File: src/rtl/snn_layer2_pkg.sv
// Shared types and sizing helpers for the layer-2 neuron bank scheduler.
package snn_layer2_pkg;

  localparam int unsigned DEF_N_IN      = 5;
  localparam int unsigned DEF_N_NEURONS = 10;
  localparam int unsigned DEF_T_STEPS   = 16;
  localparam int unsigned DEF_EXIT_CNT  = 8;

  typedef enum logic [2:0] {
    S_IDLE,
    S_CLEAR,
    S_WAIT_IN,
    S_FIRE,
    S_SAMPLE,
    S_DECIDE,
    S_DONE
  } state_e;

  // Counter must hold T_STEPS itself, hence the +1.
  function automatic int unsigned calc_cnt_w(input int unsigned t_steps);
    return $clog2(t_steps + 1);
  endfunction

  function automatic int unsigned calc_idx_w(input int unsigned n);
    return (n > 1) ? $clog2(n) : 1;
  endfunction

endpackage

File: src/rtl/snn_argmax_seq.sv
// Iterative argmax over per-neuron spike counts, one neuron per cycle from index 0.
// Strict greater-than keeps the lowest index on ties; all-zero counts yield index 0.
module snn_argmax_seq
  import snn_layer2_pkg::*;
#(
  parameter int unsigned N_NEURONS = DEF_N_NEURONS,
  parameter int unsigned CNT_W     = calc_cnt_w(DEF_T_STEPS),
  parameter int unsigned IDX_W     = calc_idx_w(N_NEURONS)
) (
  input  logic                                clk,
  input  logic                                rst_n,
  input  logic                                flush,
  input  logic                                go,
  input  logic [N_NEURONS-1:0][CNT_W-1:0]     counts,
  output logic [IDX_W-1:0]                    idx_c,
  output logic                                valid_c
);

  logic [IDX_W-1:0] pos_q, pos_d;
  logic [IDX_W-1:0] best_idx_q, best_idx_d;
  logic [CNT_W-1:0] best_q, best_d;
  logic             run_q, run_d;
  logic             take_c;
  logic             last_c;

  always_comb begin
    take_c     = counts[pos_q] > best_q;
    last_c     = run_q && (pos_q == IDX_W'(N_NEURONS - 1));
    idx_c      = take_c ? pos_q : best_idx_q;
    valid_c    = last_c;
    pos_d      = pos_q;
    best_idx_d = best_idx_q;
    best_d     = best_q;
    run_d      = run_q;
    if (flush) begin
      run_d = 1'b0;
    end else if (go) begin
      pos_d      = '0;
      best_idx_d = '0;
      best_d     = '0;
      run_d      = 1'b1;
    end else if (run_q) begin
      if (take_c) begin
        best_d     = counts[pos_q];
        best_idx_d = pos_q;
      end
      if (last_c) begin
        run_d = 1'b0;
      end else begin
        pos_d = pos_q + IDX_W'(1);
      end
    end
  end

  always_ff @(posedge clk or negedge rst_n) begin
    if (!rst_n) begin
      pos_q      <= '0;
      best_idx_q <= '0;
      best_q     <= '0;
      run_q      <= 1'b0;
    end else begin
      pos_q      <= pos_d;
      best_idx_q <= best_idx_d;
      best_q     <= best_d;
      run_q      <= run_d;
    end
  end

endmodule

File: src/rtl/snn_layer2_scheduler.sv
// Timestep sequencer for the layer-2 neuron bank: clear, T_STEPS pulse steps, spike counting, argmax.
// Optional early exit on any count reaching EXIT_CNT: define SNN_LAYER2_EARLY_EXIT_EN.
module snn_layer2_scheduler
  import snn_layer2_pkg::*;
#(
  parameter int unsigned N_IN      = DEF_N_IN,
  parameter int unsigned N_NEURONS = DEF_N_NEURONS,
  parameter int unsigned T_STEPS   = DEF_T_STEPS,
  parameter int unsigned CNT_W     = calc_cnt_w(T_STEPS),
  parameter int unsigned IDX_W     = calc_idx_w(N_NEURONS)
`ifdef SNN_LAYER2_EARLY_EXIT_EN
  ,
  parameter int unsigned EXIT_CNT  = DEF_EXIT_CNT
`endif
) (
  input  logic                 clk,
  input  logic                 reset,
  input  logic                 start,
  input  logic                 abort,
  input  logic                 in_valid,
  output logic                 in_ready,
  input  logic [N_IN-1:0]      spikes_in,
  output logic [N_IN-1:0]      pixels_out,
  output logic                 pulse,
  output logic                 neu_clr,
  input  logic [N_NEURONS-1:0] spk_in,
  output logic                 busy,
  output logic                 done,
  output logic [IDX_W-1:0]     class_out,
  output logic [CNT_W-1:0]     steps_run
);

  state_e                         state_q, state_d;
  logic [N_NEURONS-1:0][CNT_W-1:0] count_q, count_d, cnt_upd_c;
  logic [CNT_W-1:0]               step_q, step_d, step_inc_c;
  logic [N_IN-1:0]                pix_q, pix_d;
  logic [IDX_W-1:0]               class_q, class_d;
  logic [CNT_W-1:0]               steps_run_q, steps_run_d;
  logic in_ready_q, in_ready_d;
  logic pulse_q, pulse_d;
  logic neu_clr_q, neu_clr_d;
  logic busy_q, busy_d;
  logic done_q, done_d;
  logic go_c, flush_c, exit_c;
  logic [IDX_W-1:0] arg_idx_c;
  logic             arg_valid_c;

  always_comb begin
    for (int i = 0; i < int'(N_NEURONS); i++) begin
      cnt_upd_c[i] = count_q[i] + CNT_W'(spk_in[i]);
    end
  end

`ifdef SNN_LAYER2_EARLY_EXIT_EN
  always_comb begin
    exit_c = 1'b0;
    for (int i = 0; i < int'(N_NEURONS); i++) begin
      if (cnt_upd_c[i] >= CNT_W'(EXIT_CNT)) exit_c = 1'b1;
    end
  end
`else
  assign exit_c = 1'b0;
`endif

  assign step_inc_c = step_q + CNT_W'(1);
  assign flush_c    = abort && (state_q != S_IDLE);

  always_comb begin
    state_d     = state_q;
    count_d     = count_q;
    step_d      = step_q;
    pix_d       = pix_q;
    class_d     = class_q;
    steps_run_d = steps_run_q;
    go_c        = 1'b0;
    unique case (state_q)
      S_IDLE:    if (start) state_d = S_CLEAR;
      S_CLEAR: begin
        count_d = '0;
        step_d  = '0;
        state_d = S_WAIT_IN;
      end
      S_WAIT_IN: begin
        if (in_valid && in_ready_q) begin
          pix_d   = spikes_in;
          state_d = S_FIRE;
        end
      end
      S_FIRE:    state_d = S_SAMPLE;
      S_SAMPLE: begin
        count_d = cnt_upd_c;
        step_d  = step_inc_c;
        if ((step_inc_c == CNT_W'(T_STEPS)) || exit_c) begin
          go_c    = 1'b1;
          state_d = S_DECIDE;
        end else begin
          state_d = S_WAIT_IN;
        end
      end
      // Result is latched on the edge into DONE so it is visible alongside done.
      S_DECIDE: begin
        if (arg_valid_c) begin
          class_d     = arg_idx_c;
          steps_run_d = step_q;
          state_d     = S_DONE;
        end
      end
      S_DONE:    state_d = S_IDLE;
      default:   state_d = S_IDLE;
    endcase
    if (flush_c) begin
      state_d     = S_IDLE;
      go_c        = 1'b0;
      class_d     = class_q;
      steps_run_d = steps_run_q;
    end
    in_ready_d = (state_d == S_WAIT_IN);
    pulse_d    = (state_d == S_FIRE);
    neu_clr_d  = (state_d == S_CLEAR);
    busy_d     = (state_d != S_IDLE);
    done_d     = (state_d == S_DONE);
  end

  always_ff @(posedge clk or negedge reset) begin
    if (!reset) begin
      state_q     <= S_IDLE;
      count_q     <= '0;
      step_q      <= '0;
      pix_q       <= '0;
      class_q     <= '0;
      steps_run_q <= '0;
      in_ready_q  <= 1'b0;
      pulse_q     <= 1'b0;
      neu_clr_q   <= 1'b0;
      busy_q      <= 1'b0;
      done_q      <= 1'b0;
    end else begin
      state_q     <= state_d;
      count_q     <= count_d;
      step_q      <= step_d;
      pix_q       <= pix_d;
      class_q     <= class_d;
      steps_run_q <= steps_run_d;
      in_ready_q  <= in_ready_d;
      pulse_q     <= pulse_d;
      neu_clr_q   <= neu_clr_d;
      busy_q      <= busy_d;
      done_q      <= done_d;
    end
  end

  snn_argmax_seq #(
    .N_NEURONS (N_NEURONS),
    .CNT_W     (CNT_W),
    .IDX_W     (IDX_W)
  ) u_argmax (
    .clk     (clk),
    .rst_n   (reset),
    .flush   (flush_c),
    .go      (go_c),
    .counts  (count_q),
    .idx_c   (arg_idx_c),
    .valid_c (arg_valid_c)
  );

  assign in_ready   = in_ready_q;
  assign pixels_out = pix_q;
  assign pulse      = pulse_q;
  assign neu_clr    = neu_clr_q;
  assign busy       = busy_q;
  assign done       = done_q;
  assign class_out  = class_q;
  assign steps_run  = steps_run_q;

endmodule

File: config.mk
export PLATFORM = sky130hd
export DESIGN_NAME = snn_layer2_scheduler
export DESIGN_NICKNAME = d
export VERILOG_FILES = /design/src/rtl/snn_layer2_pkg.sv /design/src/rtl/snn_argmax_seq.sv /design/src/rtl/snn_layer2_scheduler.sv
export SDC_FILE = /design/constraint.sdc
export NUM_CORES = 1
export LEC_CHECK = 0
export ABC_CLOCK_PERIOD_IN_PS = 7830
export CAP_MARGIN = 5
export CORE_MARGIN = 2
export CORE_UTILIZATION = 63
export CTS_CLUSTER_DIAMETER = 60
export DETAILED_ROUTE_END_ITERATION = 10
export PLACE_DENSITY = 0.92
export SLEW_MARGIN = 20
export SYNTH_ARGS = -nofsm -noshare
export SYNTH_HDL_FRONTEND = slang
export SYNTH_SLANG_ARGS = --single-unit
File: constraint.sdc
create_clock -name clk -period 7.83 [get_ports clk]
set_input_delay 2.349 -clock clk [delete_from_list [all_inputs] [get_ports clk]]
set_output_delay 2.349 -clock clk [all_outputs]
set_load 0.05 [all_outputs]
==> impl_metrics.env <==
export IMPL_status="complete, no violations"
export IMPL_tightest_slew_ps=944
export IMPL_clk_latency_ps=360
export IMPL_wl_microns=10400
export IMPL_rsz0062_at_grt="no"
export IMPL_drt_pass1_iter_count=5
export IMPL_seq_area_frac_synth=0.471
export IMPL_die_w_microns=91.6
export IMPL_p_comb_frac=0.266
export IMPL_synthCells=455
export IMPL_ff2ff_path_depth=9
export IMPL_placed_cell_area_sq_um=5200
export IMPL_ys_flop_type="dfrtp_1"
export IMPL_leakage_nw=2.38
export IMPL_num_vias=3821
export IMPL_min_delay_start="steps_run[4]"
export IMPL_stdcell_area_sq_um=5380
export IMPL_arrival_ps=1560
export IMPL_core_sq_um=7330
export IMPL_setup_viol=0
export IMPL_rr_startpoint="u_argmax.pos_q[0]"
export IMPL_async_reset_ff_frac=1.00
export IMPL_yosysWarnings=0
export IMPL_fin_skew_ps=11.8
export IMPL_reg2reg_to="u_argmax.best_q[4]"
export IMPL_synth_area_sq_um=4840
export IMPL_numPortBuffers=38
export IMPL_slew_headroom=0.371
export IMPL_p_clk_frac=0.251
export IMPL_cts_buffers=9
export IMPL_avgSynthCellArea_sq_um=10.6
export IMPL_worstPathCellList="clkdlybuf4s50_1"
export IMPL_hold_path_class="register to register"
export IMPL_worst_r2r_setup_slack_ps=4180
export IMPL_synth_most_common_cell="dfrtp_1"
export IMPL_wl_per_cell_microns=17.8
export IMPL_synth_adder_area_share=0.0750
export IMPL_io_pins=39
export IMPL_synth_nets=504
export IMPL_synth_cell_type_count=57
export IMPL_powerDensity_nw_per_um2=218
export IMPL_ys_ff_latch=91
export IMPL_power_switching_w=0.000413
export IMPL_critical_path_required_ps=5480
export IMPL_finalWorstSetupSlack_ps=3920
export IMPL_start_kind="register"
export IMPL_max_freq_ghz=0.256
export IMPL_swShare=0.353
export IMPL_detailed_place_hpwl_microns=7100
export IMPL_area_growth_synth_to_final_pct=11.2
export IMPL_pre_cts_ws_ps=3650
export IMPL_cts_sinks=91
export IMPL_slew_violations=0
export IMPL_endpoint_kind="output pin"
export IMPL_grt_overflow_total=0
export IMPL_grt_pass1_vias=3854
export IMPL_synth_compound_area_frac=0.190
export IMPL_synth_area_mux_share=0.0714
export IMPL_antenna_cells=0
export IMPL_layout_nets=530
export IMPL_synth_simple_area_share=0.136
export IMPL_num_rows=31
export IMPL_cts_root_buf="clkbuf_8"
export IMPL_max_cap_viol_count=0
export IMPL_seq_power_share=0.483
export IMPL_p_int_w=0.000758
export IMPL_die_area_sq_um=8400
export IMPL_fin_crit_sh=0.499
export IMPL_n_fill_cell=486
export IMPL_critPathMaxFanout=2
export IMPL_htree_levels=3
export IMPL_ant_nets=0
export IMPL_grt_total_usage=0.270
export IMPL_critPathTopFamily="buffers and inverters"
export IMPL_yosys_area_top_type="dfrtp_1"
export IMPL_antenna_found_initial=0
export IMPL_drc=0
export IMPL_synth_top_cells_by_area="dfrtp_1 (47%), ha_1 (7.5%), mux4_2 (4.7%)"
export IMPL_die_h_microns=91.6
export IMPL_cts_tree="built"
export IMPL_worstPathBufferInverterCount=1
export IMPL_min_period_ps=3910
export IMPL_clkTransAtPathRegs_ps=90
export IMPL_worstSetupPathType="register to output pin"
export IMPL_final_layout_size_suffix_gt1_frac=0.0926
export IMPL_power_w=0.00117
export IMPL_slowest_stage="clkdlybuf4s50_1"
export IMPL_first_iter_violations=248
export IMPL_tns_ps=0
export IMPL_final_util=0.734
export IMPL_synth_edf_count=0
export IMPL_synth_top_family_by_area="compound AO/OA/AOI/OAI gates"
export IMPL_synth_top_area_frac=0.471
export IMPL_ctsResizeCount=0
export IMPL_grt_max_degree=51
export IMPL_cts_buffer_depth=2
export IMPL_vias_per_cell=6.53
export IMPL_cts_setup_buffers=0
export IMPL_synth_common_cells="dfrtp_1 (91), o21ai_0 (40), nand2_1 (39)"
export IMPL_ir_worst_vdd_mv=0.185
export IMPL_start_util=0.660
export IMPL_hold_violations=0
export IMPL_min_path_cells=2
export IMPL_hold_path_end="steps_run[4]"
export IMPL_grt_first_pass_wirelength_microns=18200
export IMPL_synth_xor_area_frac=0.00905
export IMPL_cts_hold_buffers=0
export IMPL_gp_congestion=0.855
export IMPL_critPathMaxStageDelay_ps=810
## layout by cell type, fill, tap and decap left out, types with 6 or more instances in the layout
cell type	Yosys	layout
nand2_1	39	39
inv_1	15	15
o21ai_1	12	12
nor2_1	22	22
nand4_1	20	20
o21ai_0	40	40
a21oi_1	14	14
nor3_1	6	6
clkdlybuf4s50_1	0	37
dfrtp_1	91	90
a211oi_1	6	6
clkbuf_8	0	11
mux4_2	10	10
a22o_1	21	21
ha_1	29	29
nand3_1	26	26
## sequential cells by signal, summed over array words and instances, names as in the netlist, 3 cells and up
register	flops
count_q	50
pixels_out	5
step_q	5
steps_run	5
u_argmax.best_q	5
class_out	4
u_argmax.best_idx_q	4
u_argmax.pos_q	4
state_q	3
## worst max-delay path by stage
stage                      start  depth (start not counted)                  to
2_1_floorplan              abort                          5        class_out[0]
3_3_place_gp               abort                          5        class_out[0]
3_5_place_dp               abort                          5        class_out[0]
4_1_cts        u_argmax.pos_q[0]                          9  u_argmax.best_q[4]
5_1_grt                    abort                          5        class_out[0]
6_report            class_out[2]                          1        class_out[2]
## logic make-up (layout without fill, tap and decap cells)
logic type      count (synthesis)  after routing
compound gates                135            135
simple gates                  132            132
flops                          91             91
buf+inv                        42             73
fa+ha+maj                      29             29
mux                            21             21
xor+xnor                        5              5
## layer usage
metal / GRT usage / wire (microns) / vias to the layer above
li1: - / - / 1757
met1: 0.361 / 4410 / 1868
met3: 0.0403 / 639 / 32
met4: 0.129 / 294 / 0
met5: 0 / 0 / -
met2: 0.436 / 5090 / 164
## layout make-up
class                   count  area, sq um  area share
clock buffers              12          155      0.0288
clock inverters             4         25.0     0.00465
inverters                  16         60.1      0.0112
multi-input cells         322         2340       0.434
flip-flops and latches     91         2280       0.424
well taps                  99          124      0.0230
repair buffers             41          400      0.0744
## worst min-delay path, cell delays in order, from the launching register on
cell	delay, ps
dfrtp_1	350
nand2_1	50
nand2_1	60
## power by group through the flow
stage                     clock network, W  logic (W)  registers [W]
after CTS                         0.000297   0.000313       0.000567
final                             0.000294   0.000311       0.000566
after floorplan                          0   0.000210       0.000606
after detailed placement                 0   0.000311       0.000575
after global routing              0.000316   0.000339       0.000576
after global placement                   0   0.000304       0.000571
## stage by stage
| step | instances | hold slack, ps |
|---|---|---|
| 6_report | 585 | 487 |
| 5_1_grt | 585 | 512 |
| 4_1_cts | 585 | 490 |
| 3_5_place_dp | 569 | 468 |
| 3_3_place_gp | 569 | 468 |
| 2_1_floorplan | 455 | 446 |
Note: power is estimated with default switching activity, not from simulation.
==> variant 1: new RTL, config.mk and constraints unchanged <==
Reset style: synchronous (`reset` and `rst_n`), changed in 2 clocked blocks.
--- a/src/rtl/snn_argmax_seq.sv
+++ b/src/rtl/snn_argmax_seq.sv
@@ -53,5 +53,5 @@
   end
 
-  always_ff @(posedge clk or negedge rst_n) begin
+  always_ff @(posedge clk) begin
     if (!rst_n) begin
       pos_q      <= '0;
--- a/src/rtl/snn_layer2_scheduler.sv
+++ b/src/rtl/snn_layer2_scheduler.sv
@@ -122,5 +122,5 @@
   end
 
-  always_ff @(posedge clk or negedge reset) begin
+  always_ff @(posedge clk) begin
     if (!reset) begin
       state_q     <= S_IDLE;
Check against the original RTL: differs if reset is asserted again (counterexample within 4 cycles, from zero or initial values and one cycle with reset low); with reset held inactive, the same outputs for 10 cycles.
==> variant 1 against the original RTL <==
- wire length grew 1.5%
- clock skew decreased by 0.0050 ns
- final cell count increased by 7.7%
- global-route usage down 0.66 points
- synthesized cell count up 12%
- area after synthesis down 3.7%
- first-iteration DRC count increased by 68%
- worst setup slack worse by 0.43 ns
- worst hold slack got worse by 0.0044 ns
- sequential cell count stayed put
- cell area fell by 3.7%
- critical endpoint is now u_argmax.best_q[0]
Power is not compared: it rests on default switching activity, and its combinational part moved more than twofold at a synthesized area within 25%.
==> variant 1: results (changes against the original RTL) <==
----------------------------------------------------
[Yosys]
  Net count after synthesis ... 558 (+11%)
  Number of distinct library cells after synthesis ... 53 (-7.0%)
  Asr flop ratio synth ... 0% (-100 points)
  Post-Synth XOR/XNOR Area ... 0.7523% (-0.15 points)
  Leading post-synthesis cells by instance count ... dfxtp_1, nor2_1, a21oi_1
  Most common flop cell mapped by yosys ... dfxtp_1
  Complex-gate fraction of the synthesized area ... 17.62% (-1.4 points)
  Portion of netlist area occupied by mux cells ... 8.490% (+1.4 points)
  Sequential-to-total area share from yosys stat ... 39.12% (-7.9 points)
  Area contributors post-synth ... dfxtp_1, ha_1, nor2_1
  Post-synthesis share of cell area spent on full adders, half adders and majority gates ... 7.792% (+0.29 points)
  Cells after Synth ... 509 (+12%)

[Worst setup path]
  Arrival time at the worst endpoint ... 4.62 ns (+3.06 ns)
  Slowest cell on the critical path ... clkinv_2
  Highest net fanout along the worst path ... 66 (+64)
  Length in cells of the worst reg-to-reg path ... 10 (+1)
  Delay of the slowest cell on the worst path ... 0.78 ns (-0.03 ns)

[Placement]
  DP Area ... 4974 sq um (-4.3%)
  Placed Cells incl. Taps ... 614 (+7.9%)
  Detailed-placement wirelength estimate ... 6984 um (-1.6%)
  Final weighted congestion of routability-driven global placement ... 0.8056 (-5.8%)
  Dpl ws ... 3.484 ns (-0.1625 ns)

[Routing]
  Routed vias/inst ... 6.252 (-4.3%)
  Iteration-0 DRC Markers ... 416 (+68%)
  Total wirelength of the detailed-routed design ... 10600 um (+1.5%)
  Detail-routed net length per standard cell ... 16.83 um (-5.7%)

[Layout]
  Non-clock inverters ... 8 (-8)
  Area occupied by multi-input gates ... 2595 sq um (+11%)
  Multi-input comb cells ... 375 (+16%)
  Number of filler cells placed in the layout ... 538 (+11%)
  Net total in the final layout ... 575 (+8.5%)
  Share of post-route cells with drive strength above 1 ... 8.286% (-0.97 points)
  Fraction of area in registers ... 35.17% (-7.2 points)
  Number of clock buffers in the layout ... 13 (+1)
  Multi-input gate share of the layout cell area ... 50.10% (+6.7 points)
  Final non-clock buffer share ... 7.778% (+0.33 points)
  Share of final layout cell area taken by clock buffers and inverters ... 3.961% (+0.61 points)

[Global route]
  Global-route wire length before repair ... 17480 um (-3.7%)
  Total Routing Usage GR ... 26.32% (-0.66 points)
  Maximum number of pins on one net before global-route repair ... 67 (+31%)
  Number of global-route vias before repair ... 3814 (-1.0%)

[Power]
  Clk network pwr share ... a little under 40%

[CTS]
  Clock-pin transition on the worst setup and hold timing paths ... 0.08 ns
  H-Tree Level Count ... 3 (unchanged)

[Die]
  Area of the core region ... 7214 sq um (-1.6%)

[Run status]
  Outcome ... finished clean

[STA]
  Pin slew with the least headroom to its limit ... 0.9525 ns (+0.008701 ns)

----------------------------------------------------
-- variant 1: critical path: cells and delay by family --
family	cells	cell delay (ns)
buffers and inverters	2	1.45
AND/OR/NAND/NOR	1	0.23
AO/OA/AOI/OAI	1	0.58
-- variant 1: layer usage --
| layer | routed length [um] | share of wire (%) | vias up | global-route usage [%] |
|---|---|---|---|---|
| met5 | 0 | 0 | - | 0 |
| met4 | 255 | 2.4 | 0 | 11.03 |
| met3 | 567 | 5.3 | 26 | 4.862 |
| met2 | 5121 | 48 | 141 | 43.88 |
| met1 | 4654 | 44 | 1887 | 33.74 |
| li1 | - | - | 1885 | - |
-- variant 1: final timing paths --
path / startpoint / to / slack [ns]
max: reset / u_argmax.best_q[0] / 3.49
max reg2reg: u_argmax.pos_q[0] / class_out[3] / 4.47
min: count_q[24] / count_q[24] / 0.48
min reg2reg: count_q[24] / count_q[24] / 0.48
==> variant 2: new RTL, same flow settings <==
Made on the original files. Change the package constant `DEF_N_NEURONS` from 10 to 20.
--- a/src/rtl/snn_layer2_pkg.sv
+++ b/src/rtl/snn_layer2_pkg.sv
@@ -3,5 +3,5 @@
 
   localparam int unsigned DEF_N_IN      = 5;
-  localparam int unsigned DEF_N_NEURONS = 10;
+  localparam int unsigned DEF_N_NEURONS = 20;
   localparam int unsigned DEF_T_STEPS   = 16;
   localparam int unsigned DEF_EXIT_CNT  = 8;
Ports: changed (resized class_out and spk_in); port bits go from 39 to 50. No check against the original RTL was run, so the function may have changed too.
==> variant 2 against the original RTL <==
- the flow now finishes with violations (design-rule violations)
- maximum frequency decreased by 14%
- cell area is 61% higher
- critical endpoint is now u_argmax.best_q[4]
- wire length up 82%
- sequential cell count grew 53
- worst setup slack lost 0.61 ns
- area after synthesis is 55% higher
- total power rose by 100%
==> variant 2: results (changes against the original RTL) <==
----------------------------------------------------
[Routing]
  Routed vias/inst ... 7.063 (+8.1%)
  Total wirelength of the detailed-routed design ... 19010 um (+82%)
  Number of iterations in the first detailed-routing pass ... 9 (+4)
  Iteration-0 DRC Markers ... 607 (+140%)
  DRC violations left ... 2 (+2)

[Placement]
  DP Area ... 8016 sq um (+54%)
  Detailed-placement wirelength estimate ... 11810 um (+66%)
  Number of port buffers ... 49 (+29%)
  Final weighted congestion of routability-driven global placement ... 0.8859 (+3.6%)

[Global route]
  Total Routing Usage GR ... 31.18% (+4.2 points)
  Number of global-route vias before repair ... 6014 (+56%)
  Global-route wire length before repair ... 30930 um (+70%)
  Maximum number of pins on one net before global-route repair ... 106 (+110%)

[Run status]
  Failing checks ... design-rule violations
  Outcome ... finished, violations left

[Layout]
  Net total in the final layout ... 766 (+45%)
  Number of filler cells placed in the layout ... 664 (+37%)
  Area growth, synth to finish ... 15.69%

[Power]
  Peak ir drop on the vdd network ... 0.2019 mV (+9.0%)
  Static power due to leakage ... 3.965 nW (+67%)

[CTS]
  Clock-pin transition on the worst setup and hold timing paths ... 0.06 ns (-0.03 ns)
  Clock buffers created by TritonCTS ... 17 (+8)
  Clock tree root buffer cell ... clkbuf_16
  H-Tree Level Count ... 4 (+1)

[Worst setup path]
  Arrival time at the worst endpoint ... 4.84 ns (+3.28 ns)
  Length in cells of the worst reg-to-reg path ... 11 (+2)
  Flop-to-flop setup slack ... 3.31 ns (-0.87 ns)
  Highest net fanout along the worst path ... 30 (+28)
  Startpoint-to-endpoint class of the critical path ... reg2reg

[Yosys]
  Sequential-to-total area share from yosys stat ... 48.13% (+1.1 points)
  Net count after synthesis ... 734 (+46%)
  Area contributors post-synth ... dfrtp_1, ha_1, mux4_2

[STA]
  Worst relative slew slack ... 33.77% (-3.3 points)
  Worst Clk Skew ... 0.006062 ns (-0.005689 ns)

[Hold path]
  Min-Delay Path Depth ... 1 (-1)

----------------------------------------------------
## variant 2: cell count changes in the layout (fill, tap and decap cells not counted), sizes merged, moves of 10 or more
| cell | delta |
|---|---|
| nor2 | +13 |
| a22o | +21 |
| a21oi | -10 |
| dfrtp | +53 |
| o21ai | +39 |
| mux2 | +24 |
| nand4 | +24 |
| ha | +19 |
| clkdlybuf4s50 | +11 |
| mux4 | +15 |
| nand3 | +30 |
## variant 2: stage by stage
stage          instances  utilization (%)  setup slack (ns)  hold WS [ns]
2_1_floorplan        656                -             4.284        0.4517
3_3_place_gp         811            69.61             3.645        0.4690
3_5_place_dp         811            69.61             3.510        0.4803
4_1_cts              843            74.96             3.409        0.5013
5_1_grt              844            75.22             3.103        0.5133
6_report             844            75.22             3.305        0.5035
## variant 2: worst min path at each step
| stage | from | to | slack, ns |
|---|---|---|---|
| floorplan | count_q[14] | count_q[14] | 0.45 |
| global placement | count_q[24] | count_q[24] | 0.47 |
| detailed placement | count_q[74] | count_q[74] | 0.48 |
| CTS | count_q[29] | count_q[29] | 0.50 |
| global route | count_q[29] | count_q[29] | 0.51 |
| finish | count_q[54] | count_q[54] | 0.50 |
## variant 2: layout make-up
class                           count  area share [%]
Clock buffer                       21           5.547
Tap cell                          143           2.066
Sequential cell                   144           41.61
Inverter                            6          0.2600
Clock inverter                     11           1.560
Multi-Input combinational cell    465           42.61
Timing Repair Buffer               54           6.341
## variant 2: cell families (layout without fill, tap and decap cells)
family	Yosys count	count (layout)	share of synthesized area (%)
multiplexers	56	56	12.60
AND/OR/NAND/NOR	194	194	13.37
XOR/XNOR	6	6	0.8022
AO/OA/AOI/OAI	161	161	14.29
adder cells (fa/ha/maj)	48	48	8.021
buffers and inverters	47	92	2.791
flip-flops	144	144	48.13
## variant 2: worst max-delay path: stages, from the launching register on
cell      delay (ns)
dfrtp_2         1.00
mux4_2          0.62
mux2_2          0.29
a22oi_1         0.20
nand2_1         0.11
ha_1            0.30
nor2b_1         0.15
o21a_1          0.17
o21a_1          0.20
o311ai_2        0.81
nor2b_1         0.26
a32o_1          0.28
## variant 2: power breakdown
part           internal [W]  total, W  switching (W)
clock network      0.000531  0.000841       0.000310
registers          0.000815  0.000950       0.000136
logic              0.000244  0.000605       0.000361
total               0.00159   0.00240       0.000807
## variant 2: per-layer routing
metal  share of wire [%]  GRT usage (%)  wire length [um]
met1                  37          39.38              7108
met2                  51          51.38              9771
met3                 7.8          7.338              1487
met4                 3.4          14.72               639
met5                   0              0                 0
